## src/rtl/frame_sync_pkg.sv

```systemverilog
// frame_sync_pkg: shared types and constants for the frame tick consumer.
// Holds the FSM encoding, counter widths and frame timing constants.
package frame_sync_pkg;

    typedef enum logic [1:0] {
        ST_OFF   = 2'd0,
        ST_ARMED = 2'd1,
        ST_READY = 2'd2,
        ST_REQ   = 2'd3
    } state_t;

    localparam int GAP_W  = 32;
    localparam int FNUM_W = 16;

    // Nominal 30 fps period of the tick generator, and the watchdog
    // default chosen to sit just above it.
    localparam logic [31:0] FRAME_PERIOD    = 32'd2424243;
    localparam logic [31:0] TIMEOUT_DEFAULT = 32'd2600000;

endpackage

```

## src/rtl/frame_gap_counter.sv

```systemverilog
// frame_gap_counter: saturating cycle counter between frame ticks.
// Ports: clk, rst (sync, active-high), clear, run -> count, timeout.
module frame_gap_counter
    import frame_sync_pkg::*;
#(
    parameter logic [31:0] TIMEOUT = TIMEOUT_DEFAULT
) (
    input  logic             clk,
    input  logic             rst,
    input  logic             clear,
    input  logic             run,
    output logic [GAP_W-1:0] count,
    output logic             timeout
);

    always_ff @(posedge clk) begin
        if (rst) begin
            count <= '0;
        end else if (clear) begin
            count <= '0;
        end else if (run && (count != '1)) begin
            count <= count + GAP_W'(1);
        end
    end

    // Compared against the pre-edge value, so the flag acts at the edge
    // TIMEOUT cycles after the tick that zeroed the counter.
    assign timeout = (count >= (TIMEOUT - 32'd1));

endmodule

```

## src/rtl/frame_sync.sv

```systemverilog
// frame_sync: turns frame ticks into req/ack transactions, measures the
// tick interval, counts dropped ticks and flags a lost tick source.
// Ports: CLK, RST (sync, active-high), enable, frame, ack ->
//        req, interval, interval_valid, frame_num, drop_count, lost.
module frame_sync
    import frame_sync_pkg::*;
#(
    parameter logic [31:0] TIMEOUT = TIMEOUT_DEFAULT,
    parameter int          DROP_W  = 8
) (
    input  logic              CLK,
    input  logic              RST,
    input  logic              enable,
    input  logic              frame,
    input  logic              ack,
    output logic              req,
    output logic [GAP_W-1:0]  interval,
    output logic              interval_valid,
    output logic [FNUM_W-1:0] frame_num,
    output logic [DROP_W-1:0] drop_count,
    output logic              lost
);

    state_t              state;
    state_t              state_n;
    logic                req_n;
    logic                iv_n;
    logic                lost_n;
    logic [GAP_W-1:0]    interval_n;
    logic [FNUM_W-1:0]   fnum_n;
    logic [DROP_W-1:0]   drop_n;
    logic [GAP_W-1:0]    gap;
    logic                gap_timeout;
    logic                tick;
    logic                gap_run;
    logic                gap_clear;

    assign gap_run   = (state != ST_OFF);
    assign tick      = frame && gap_run;
    assign gap_clear = !enable || !gap_run || tick;

    frame_gap_counter #(
        .TIMEOUT (TIMEOUT)
    ) u_gap (
        .clk     (CLK),
        .rst     (RST),
        .clear   (gap_clear),
        .run     (gap_run),
        .count   (gap),
        .timeout (gap_timeout)
    );

    always_comb begin
        state_n    = state;
        iv_n       = 1'b0;
        lost_n     = lost;
        interval_n = interval;
        fnum_n     = frame_num;
        drop_n     = drop_count;

        if (!enable) begin
            state_n    = ST_OFF;
            lost_n     = 1'b0;
            interval_n = '0;
            fnum_n     = '0;
            drop_n     = '0;
        end else begin
            unique case (state)
                ST_OFF: begin
                    state_n = ST_ARMED;
                end
                ST_ARMED: begin
                    if (frame) begin
                        state_n = ST_REQ;
                        fnum_n  = frame_num + FNUM_W'(1);
                    end
                end
                ST_READY, ST_REQ: begin
                    if (frame) begin
                        state_n = ST_REQ;
                        fnum_n  = frame_num + FNUM_W'(1);
                        // A tick landing together with ack completes the
                        // old request, so only an unacked one is a drop.
                        if ((state == ST_REQ) && !ack &&
                            (drop_count != '1)) begin
                            drop_n = drop_count + DROP_W'(1);
                        end
                        // The gap after a lost source is meaningless,
                        // so the recovering tick only clears the flag.
                        if (lost) begin
                            lost_n = 1'b0;
                        end else begin
                            interval_n = gap + GAP_W'(1);
                            iv_n       = 1'b1;
                        end
                    end else begin
                        if ((state == ST_REQ) && ack) begin
                            state_n = ST_READY;
                        end
                        if (gap_timeout) begin
                            lost_n = 1'b1;
                        end
                    end
                end
                default: begin
                    state_n = ST_OFF;
                end
            endcase
        end

        req_n = (state_n == ST_REQ);
    end

    always_ff @(posedge CLK) begin
        if (RST) begin
            state          <= ST_OFF;
            req            <= 1'b0;
            interval       <= '0;
            interval_valid <= 1'b0;
            frame_num      <= '0;
            drop_count     <= '0;
            lost           <= 1'b0;
        end else begin
            state          <= state_n;
            req            <= req_n;
            interval       <= interval_n;
            interval_valid <= iv_n;
            frame_num      <= fnum_n;
            drop_count     <= drop_n;
            lost           <= lost_n;
        end
    end

endmodule

```

## config.mk

```make
export PLATFORM = sky130hd
export DESIGN_NAME = frame_sync
export DESIGN_NICKNAME = d
export VERILOG_FILES = /design/src/rtl/frame_sync_pkg.sv /design/src/rtl/frame_gap_counter.sv /design/src/rtl/frame_sync.sv
export SDC_FILE = /design/constraint.sdc
export NUM_CORES = 1
export LEC_CHECK = 0
export ABC_AREA = 1
export CELL_PAD_IN_SITES_DETAIL_PLACEMENT = 2
export CELL_PAD_IN_SITES_GLOBAL_PLACEMENT = 2
export CORE_MARGIN = 5
export CORE_UTILIZATION = 32
export CTS_BUF_LIST = sky130_fd_sc_hd__clkbuf_16
export DETAILED_ROUTE_END_ITERATION = 8
export MAX_ROUTING_LAYER = met4
export PLACE_DENSITY_LB_ADDON = 0.1
export SETUP_SLACK_MARGIN = 0.3
export SYNTH_ARGS = -nofsm -noshare
export SYNTH_HDL_FRONTEND = slang
export SYNTH_SLANG_ARGS = --single-unit
```

## constraint.sdc

```tcl
create_clock -name CLK -period 2.6 [get_ports CLK]
set_input_delay 0.39 -clock CLK [delete_from_list [all_inputs] [get_ports CLK]]
set_output_delay 0.39 -clock CLK [all_outputs]
set_load 0.02 [all_outputs]
```

==> qor.txt, run 1 <==
Outcome - finished clean
Sum Neg Setup Slack - 0 ps
Critical Path Source Type - flop
Final worst-path cycle share - 77.5%
Crit path kind - reg2reg
Hold Crit Depth - 2
Gr ovfl total - 0
Reg2Reg Depth - 10
Clk pwr share - 45.8%
Die Ht - 131 um
R2r setup slk - 580 ps
Fmax - 496 MHz
Global route hottest layer - met2
Hold endpoint - drop_count[3]
Min-Delay Path Class - reg2reg
Setup bufs post-CTS - 0
P_leak - 2.44 nW
Register area share after synthesis - 39.8%
Post-CTS Hold Buffers - 0
Flop pwr share - 49.7%
Pwr dens - 505 nW/um^2
Vias in the first global route - 5202
Post-Synthesis Cell Area - 4670 um^2
Worst skew pair latency - 350 ps
Max clock buf depth - 2
GR Layer Usage met2 - 35.5%
I/O pin total - 64
Slowest cell on crit path - dfxtp_1
Logic gate share of total power - 4.5%
Mapped Cells - 734
Post-synthesis average cell area - 6.37 um^2
Final wirelength - 15.8 mm
Largest net degree at the start of global routing - 38
Critical path's top delay family - simple AND/OR/NAND/NOR gates
Iteration-0 DRC Markers - 102
Arr. time, crit path - 2260 ps
Psw - 0.000699 W
Crit. End Element - flop
Crit path max fanout - 4
Chip Width - 131 um
Tot GR Track Use - 20.1%
Synth Register Bits - 93
Cells along the critical path - ha_1, nand2_2, nor2_4, nand2_1, nor2_1, nand3_1, nand2_1, nand2_1, o21ai_0, inv_1
Critical path's most frequent cell - nand2_1
CTS tree - done
Final GP Congestion - 0.875
Final-report hold violation count - 0
First-pass GRT wire length - 26.3 mm
Pins Over Slew Limit - 0
Synth area leader - dfxtp_1
Switching portion of total power - 23.9%
DRC Markers - 0
Resized Gates After CTS - 0
Layout cells sized above 1 - 5.49%
Hpwl dp - 12.2 mm
Routed len/inst - 16.0 um
Root Buffer - clkbuf_16
Initial antenna violation count - 0
Crit. Startpoint - u_gap.count[1]
Worst slew margin - 50.1%
I/O Buffers - 63
Met1 Use GR - 23.9%
Die area - 17100 um^2
Post-synth EDFFs - 0
Slowest cell delay on critical path - 380 ps
Starting Density - 32.4%
Final Cell Area - 5780 um^2
Yosys top cell area share - 39.8%
H-tree levels - 3
P&R area growth vs syn - 23.7%
Diode count - 0
Worst EP required - 2840 ps
CTS Sinks - 93
Yosys warning count - 0
TritonCTS Buffers - 9
Top cells by count, synth - nor2_1 (172), nand2_1 (168), inv_1 (100)
Min-delay src - drop_count[3]
Total core area - 14400 um^2
RR Endpoint - interval[18]
Internal power - 0.00222 W
Row count - 44
Main synth FF type - dfxtp_1
Net Count, Synth - 742
Via-to-Cell Ratio - 4.82
Bufs and invs on worst path - 1
Most common cell in the netlist - nor2_1
Final setup viols - 0
Origin of the critical flop-to-flop path - u_gap.count[1]
Total power - 0.00292 W
Final Skew - 8.87 ps
Via Count - 4746
MaxCap Viol Count - 0
Worst-path clk slew - 70 ps
Top post-synthesis cells by area - dfxtp_1 (40%), nor2_1 (14%), nand2_1 (13%)
Net count, final - 804
Min Tclk post-route - 2020 ps
RSZ-0062 raised after global routing - no
Post-synth ARST share - 0%
Fin util - 40.1%
Yosys cell types - 29
Met3 usage - 2.68%
Tightest Pin Transition - 748 ps
Placed cell area - 5490 um^2
Routed Antenna Nets - 0
VDD IR max - 0.277 mV
Router iterations before antenna repair - 4
[final cells by class]
class	instances	area, um^2
fill	1792	8640
multi-input combinational	520	2330
sequential	93	1860
timing repair buffer	69	676
inverter	103	389
tap	184	230
clock buffer	9	225
clock inverter	7	65.1
[worst min-delay path, cell delays in order (launching register included)]
cell,delay [ps]
dfxtp_1,340
inv_1,60
a21oi_1,50
[worst max-delay path by stage]
| stage | to | cells past startpoint |
|---|---|---|
| finish | interval[18] | 10 |
| global placement | frame_num[14] | 10 |
| global route | interval[30] | 10 |
| CTS | interval[18] | 10 |
| detailed placement | frame_num[14] | 10 |
| floorplan | interval[18] | 10 |
[flip-flops by register name, indices dropped and copies added (netlist names)]
name and count:
state 2, lost 1, interval_valid 1, frame_num 16, req 1, interval 32, drop_count 8, u_gap.count 32
[metrics by stage]
stage                     hold WS, ps  setup WS [ps]  std cells
after CTS                         496            557        985
final                             497            585        985
after floorplan                   492            967        734
after global routing              525            404        985
after global placement            476            524        969
after detailed placement          486            342        969
[cells in the final DEF, fill, tap and decap left out, drive strengths merged]
| cell type | n |
|---|---|
| o21ai | 45 |
| nand3b | 3 |
| nor3 | 21 |
| buf | 6 |
| bufinv | 1 |
| clkdlybuf4s50 | 63 |
| clkbuf | 9 |
| nor3b | 1 |
| ha | 3 |
| inv | 105 |
| o21a | 2 |
| xor2 | 12 |
| nor4 | 1 |
| clkinv | 4 |
| nand3 | 40 |
| nor2 | 182 |
| nand4 | 4 |
| a21oi | 22 |
| xnor2 | 5 |
| dfxtp | 93 |
| or2 | 1 |
| nand2 | 178 |
[cells by family after synthesis]
kind of cell               count (synthesis)  share of synthesized area (%)
and+or+nand+nor                          431                           38.3
adders and majority gates                  3                          0.803
xor gates and xnor gates                  17                           3.19
DFF                                       93                           39.8
buffers and inverters                    121                           10.3
AOI/OAI and AO/OA                         69                           7.58
[power by group through the flow]
stage	sequential (W)	combinational, W	clock [W]
global placement	0.00148	0.000126	0
detailed placement	0.00148	0.000133	0
finish	0.00145	0.000131	0.00134
floorplan	0.00149	0.0000848	0
global route	0.00145	0.000149	0.00143
CTS	0.00145	0.000134	0.00138
[layer usage]
metal  part of all wire, %  wire length [um]
met4                   1.2               184
met3                   2.3               356
met2                    51              8110
met5                     0                 0
met1                    45              7110
Note: power is estimated with default switching activity, not from simulation.
==> run 2, diff against run 1 <==
--- a/config.mk
+++ b/config.mk
@@ -9,7 +9,7 @@
 export CELL_PAD_IN_SITES_DETAIL_PLACEMENT = 2
 export CELL_PAD_IN_SITES_GLOBAL_PLACEMENT = 2
 export CORE_MARGIN = 5
-export CORE_UTILIZATION = 32
+export CORE_UTILIZATION = 29
 export CTS_BUF_LIST = sky130_fd_sc_hd__clkbuf_16
 export DETAILED_ROUTE_END_ITERATION = 8
 export MAX_ROUTING_LAYER = met4
==> constraint.sdc (replaced) <==
create_clock -name CLK -period 1.9 [get_ports CLK]
set_input_delay 0.285 -clock CLK [delete_from_list [all_inputs] [get_ports CLK]]
set_output_delay 0.285 -clock CLK [all_outputs]
set_load 0.02 [all_outputs]
==> run 2 against run 1 <==
  * Clock power up 37%
  * Utilization up 3.2 points
  * Power increased by 40%
  * Sequential power grew 37%
  * Cell area up 18%
  * Clock skew up 2.0 ps
  * Maximum frequency up 17%
  * Critical path depth up 1
  * Critical path type unchanged
  * Largest cell class unchanged
==> qor.txt, run 2 (synthesis gave the netlist of run 1 again) <==
Flop pwr share - 48.3% (-1.4 points)
Fmax - 583 MHz (+17%)
Root Buffer - clkbuf_16
Row count - 46 (+4.5%)
Commonest non-fill, non-tap cell in the layout - nand2_1
Pwr dens - 599 nW/um^2 (+19%)
Most frequent cells in the layout - nand2_1 (146), nor2_1 (131), inv_1 (92), dfxtp_1 (63), dlygate4sd2_1 (43)
DP Worst Slack - -72.0 ps (-414 ps)
Top flop regs - interval x32, u_gap.count x32, frame_num x16
Logic gate share of total power - 6.9% (+2.4 points)
VDD IR max - 0.405 mV (+46%)
RSZ-0062 raised after global routing - yes
Via Count - 5007 (+5.5%)
CTS tree - done
I/O pin total - 64 (unchanged)
Router iterations before antenna repair - 4 (unchanged)
Tightest Pin Transition - 704 ps (-44.0 ps)
Layout cells sized above 1 - 25.9% (+20 points)
Crit. End Element - flop
Crit path max fanout - 3 (-1)
Arr. time, crit path - 1960 ps (-300 ps)
Switching portion of total power - 24.6% (+0.71 points)
Outcome - finished clean
Internal power - 0.00309 W (+39%)
Hold_ws - 473 ps (-23.8 ps)
Pins Over Slew Limit - 0 (unchanged)
Final wirelength - 18.8 mm (+19%)
I/O Buffers - 63 (unchanged)
Largest net degree at the start of global routing - 35 (-7.9%)
Final worst slack - 184 ps (-401 ps)
Worst EP required - 2140 ps (-700 ps)
Net count, final - 846 (+5.2%)
Psw - 0.00101 W (+45%)
Vias in the first global route - 5485 (+5.4%)
Worst-path clk slew - 70 ps (about the same)
Chip Width - 137 um (+4.7%)
Routed len/inst - 17.8 um (+11%)
Final setup viols - 0 (unchanged)
First-pass GRT wire length - 28.9 mm (+10%)
Initial antenna violation count - 0 (unchanged)
Total core area - 15800 um^2 (+9.7%)
Via-to-Cell Ratio - 4.73 (-1.9%)
Iteration-0 DRC Markers - 186 (+82%)
Final worst-path cycle share - 90.3% (+13 points)
Hold Crit Depth - 2 (unchanged)
P_leak - 3.38 nW (+39%)
Crit path kind - reg2reg
Tot GR Track Use - 20.2% (+0.10 points)
Max clock buf depth - 2 (unchanged)
Gr ovfl total - 0 (unchanged)
CTS Sinks - 93 (unchanged)
DRC Markers - 0 (unchanged)
Final Skew - 10.8 ps (+1.97 ps)
TritonCTS Buffers - 9 (unchanged)
Worst slew margin - 53.0% (+2.9 points)
H-tree levels - 3 (unchanged)
Starting Density - 29.5% (-2.9 points)
Clk pwr share - 44.8% (-1.0 points)
P&R area growth vs syn - 46.5%
Final GP Congestion - 0.859 (-1.8%)
Die Ht - 137 um (+4.7%)
Worst skew pair latency - 360 ps (about the same)
Min-Delay Path Class - reg2reg
Hpwl dp - 12.8 mm (+4.7%)
MaxCap Viol Count - 0 (unchanged)
Routed Antenna Nets - 0 (unchanged)
Final-report hold violation count - 0 (unchanged)
Min Tclk post-route - 1720 ps (-299 ps)
Critical Path Source Type - flop
Reg2Reg Depth - 11 (+1)
Diode count - 0 (unchanged)
Sum Neg Setup Slack - 0 ps (unchanged)
Die area - 18800 um^2 (+9.5%)
-- run 2: cell types whose count changed in the layout (fill, tap and decap cells not counted), sizes merged --
cell and delta:
buf +42, clkdlybuf4s50 -58, clkinvlp +1, dlygate4sd2 +43
dlymetal6s2s +15, inv -1
-- run 2: layout make-up --
cell class / count / area, um^2
Multi-Input combinational cell: 520 / 2850
Tap cell: 216 / 270
Fill cell: 1840 / 8980
Sequential cell: 93 / 1920
Timing Repair Buffer: 111 / 1120
Clock inverter: 7 / 63.8
Clock buffer: 9 / 225
Inverter: 103 / 397
-- run 2: worst paths after layout --
path | start | end | slack, ps
worst min register to register | drop_count[3] | drop_count[3] | 470
worst min-delay path | drop_count[3] | drop_count[3] | 470
worst max-delay path | u_gap.count[1] | interval[20] | 180
worst max register to register | u_gap.count[1] | interval[20] | 180
-- run 2: metal layers --
layer | global-route usage, % | routed length, um | vias up
met5 | - | 0 | -
met4 | 4.38 | 266 | 0
met3 | 3.31 | 370 | 18
met2 | 35.1 | 9940 | 49
met1 | 24.5 | 8240 | 2477
li1 | - | - | 2463
-- run 2: power by group through the flow --
stage	Combinational, W	Sequential (W)	Clock, W
2_1_floorplan	0.000116	0.00203	0
5_1_grt	0.000310	0.00198	0.00197
3_3_place_gp	0.000201	0.00203	0
4_1_cts	0.000247	0.00198	0.00189
3_5_place_dp	0.000212	0.00203	0
6_report	0.000284	0.00198	0.00184
-- run 2: through the flow --
step | instances | utilization, % | power (W) | area, um^2
after floorplan | 734 | - | 0.00215 | 4680
after global placement | 1020 | 36.2 | 0.00223 | 5730
after detailed placement | 1020 | 36.2 | 0.00224 | 5730
after CTS | 1050 | 40.1 | 0.00412 | 6340
after global routing | 1059 | 43.2 | 0.00426 | 6840
final | 1059 | 43.2 | 0.00410 | 6840
-- run 2: worst max-delay path, cell delays in order (launching register included) --
cell     delay [ps]
dfxtp_4         360
ha_4            160
nand2_4          60
nor2_4          160
buf_12          140
buf_4            90
buf_4           100
nand2_1          60
nand2_1          60
nand2_1         110
o21ai_0         240
inv_1            60
-- run 2: what timing repair did --
action                     CTS  global route
hold buffers                 0             0
gates cloned                 2             0
buffers inserted            12             9
setup endpoints to repair  106            82
pin swaps                   13            41
gates resized for setup    110           150
==> run 3, diff against run 2 <==
--- a/config.mk
+++ b/config.mk
@@ -8,13 +8,14 @@
 export ABC_AREA = 1
 export CELL_PAD_IN_SITES_DETAIL_PLACEMENT = 2
 export CELL_PAD_IN_SITES_GLOBAL_PLACEMENT = 2
-export CORE_MARGIN = 5
+export CORE_MARGIN = 1
 export CORE_UTILIZATION = 29
 export CTS_BUF_LIST = sky130_fd_sc_hd__clkbuf_16
 export DETAILED_ROUTE_END_ITERATION = 8
 export MAX_ROUTING_LAYER = met4
 export PLACE_DENSITY_LB_ADDON = 0.1
 export SETUP_SLACK_MARGIN = 0.3
+export SKIP_CTS_REPAIR_TIMING = 1
 export SYNTH_ARGS = -nofsm -noshare
 export SYNTH_HDL_FRONTEND = slang
 export SYNTH_SLANG_ARGS = --single-unit
==> run 3 against run 2 <==
  * Wire length down 3.2%
  * Critical endpoint is now u_gap.count[13]
  * Die area decreased by 11%
  * Utilization increased by 0.48 points
  * Via count rose by 0.36%
  * Power decreased by 4.7%
  * Critical path type unchanged
  * Cell area rose by 1.1%
  * Hold slack worse by 29 ps
  * Worst setup slack better by 60 ps
==> qor.txt, run 3 (synthesis gave the netlist of run 1 again) <==
I/O pin total - 64 (unchanged)
Worst-path clk slew - 70 ps (about the same)
Routed len/inst - 17.3 um (-2.8%)
Net count, final - 842 (-0.47%)
Fmax - 604 MHz (+3.6%)
Crit. End Element - flop
MaxCap Viol Count - 0 (unchanged)
RSZ-0062 raised after global routing - yes
Tot GR Track Use - 21.7% (+1.6 points)
CTS Sinks - 93 (unchanged)
Root Buffer - clkbuf_16
Worst skew pair latency - 350 ps (about the same)
First-pass GRT wire length - 27.0 mm (-6.6%)
Iteration-0 DRC Markers - 220 (+18%)
Pins Over Slew Limit - 0 (unchanged)
Diode count - 0 (unchanged)
Row count - 46 (unchanged)
Tightest Pin Transition - 679 ps (-24.3 ps)
Placed cell area - 5750 um^2 (+0.31%)
Final Cell Area - 6920 um^2 (+1.1%)
Crit path max fanout - 7 (+4)
DRC Markers - 0 (unchanged)
Worst slew margin - 54.7% (+1.6 points)
Via-to-Cell Ratio - 4.76 (+0.74%)
Final GP Congestion - 0.863 (+0.36%)
Final worst-path cycle share - 87.2% (-3.1 points)
Arr. time, crit path - 1930 ps (-30 ps)
Die Ht - 129 um (-5.8%)
Pwr dens - 564 nW/um^2 (-5.8%)
Routed Antenna Nets - 0 (unchanged)
Worst EP required - 2180 ps (+40 ps)
Min Tclk post-route - 1660 ps (-59.8 ps)
Fin util - 43.7% (+0.48 points)
Final-report hold violation count - 0 (unchanged)
Chip Width - 129 um (-5.8%)
I/O Buffers - 63 (unchanged)
Router iterations before antenna repair - 4 (unchanged)
Max clock buf depth - 2 (unchanged)
Total core area - 15800 um^2 (unchanged)
Final setup viols - 0 (unchanged)
Most frequent cells in the layout - nand2_1 (142), nor2_1 (129), inv_1 (96), dfxtp_1 (66), dlymetal6s2s_1 (52)
Largest net degree at the start of global routing - 28 (-20%)
CTS tree - done
Hpwl dp - 13.0 mm (+1.7%)
Initial antenna violation count - 0 (unchanged)
Final wirelength - 18.2 mm (-3.2%)
Die area - 16600 um^2 (-11%)
Critical Path Source Type - flop
Layout cells sized above 1 - 25.0% (-0.83 points)
VDD IR max - 0.379 mV (-6.4%)
Total power - 0.00391 W (-4.7%)
Final Skew - 10.8 ps (-0.00560 ps)
P&R area growth vs syn - 48.1%
P_leak - 3.89 nW (+15%)
Min-Delay Path Class - in2reg
Top flop regs - interval x32, u_gap.count x32, frame_num x16
Via Count - 5025 (+0.36%)
Vias in the first global route - 5309 (-3.2%)
Gr ovfl total - 0 (unchanged)
Outcome - finished clean
H-tree levels - 3 (unchanged)
Commonest non-fill, non-tap cell in the layout - nand2_1
Starting Density - 29.5% (unchanged)
Crit path kind - reg2reg
TritonCTS Buffers - 9 (unchanged)
## run 3: cell count changes in the layout (fill, tap and decap cells not counted), sizes merged
| cell | previous run | this run |
|---|---|---|
| bufinv | 1 | 0 |
| buf | 48 | 42 |
| dlygate4sd2 | 43 | 0 |
| inv | 104 | 105 |
| dlymetal6s2s | 15 | 52 |
| clkdlybuf4s50 | 5 | 11 |
| clkbuf | 9 | 11 |
## run 3: path summary, 6_finish.rpt
kind	slack, ps	from	cells past startpoint	to
hold reg to reg	490	drop_count[3]	2	drop_count[3]
setup reg to reg	240	u_gap.count[18]	9	u_gap.count[13]
hold / removal	440	frame	4	lost
setup / recovery	240	u_gap.count[18]	9	u_gap.count[13]
## run 3: cell type report
class                   count  area [um^2]
clock buffers               9          225
clock inverters             7         33.8
fillers                  1817         8910
inverters                 103          398
multi-input cells         520         2900
flip-flops and latches     93         1910
well taps                 216          270
repair buffers            107         1180
## run 3: per-stage QoR
stage	hold WS, ps	worst slack (ps)	TNS (ps)	cells
2_1_floorplan	445	362	0	734
3_3_place_gp	475	20.9	0	1024
3_5_place_dp	498	-110	-537	1024
4_1_cts	508	-2.12	-2.12	1040
5_1_grt	483	145	0	1055
6_report	444	244	0	1055
## run 3: worst max-delay path, cell delays in order (launching register included)
cell and delay (ps):
dfxtp_1 400, nand2_2 140, nor2_2 170, nand2_1 140, nor2_4 160, nand2_4 80
nand2_8 160, buf_12 180, nor2_4 30, nor2_1 110
## run 3: metal layers
layer	share of wire [%]	global-route usage [%]	vias to the layer above
met5	0	-	-
met4	1.6	6.92	0
met3	2.7	2.54	23
met2	52	38.4	58
met1	43	25.6	2493
li1	-	-	2451
## run 3: power by group
part	internal, W	switching [W]
Combinational	0.000102	0.000164
Clock	0.000870	0.000787
Sequential	0.00196	0.0000204
Total	0.00293	0.000972
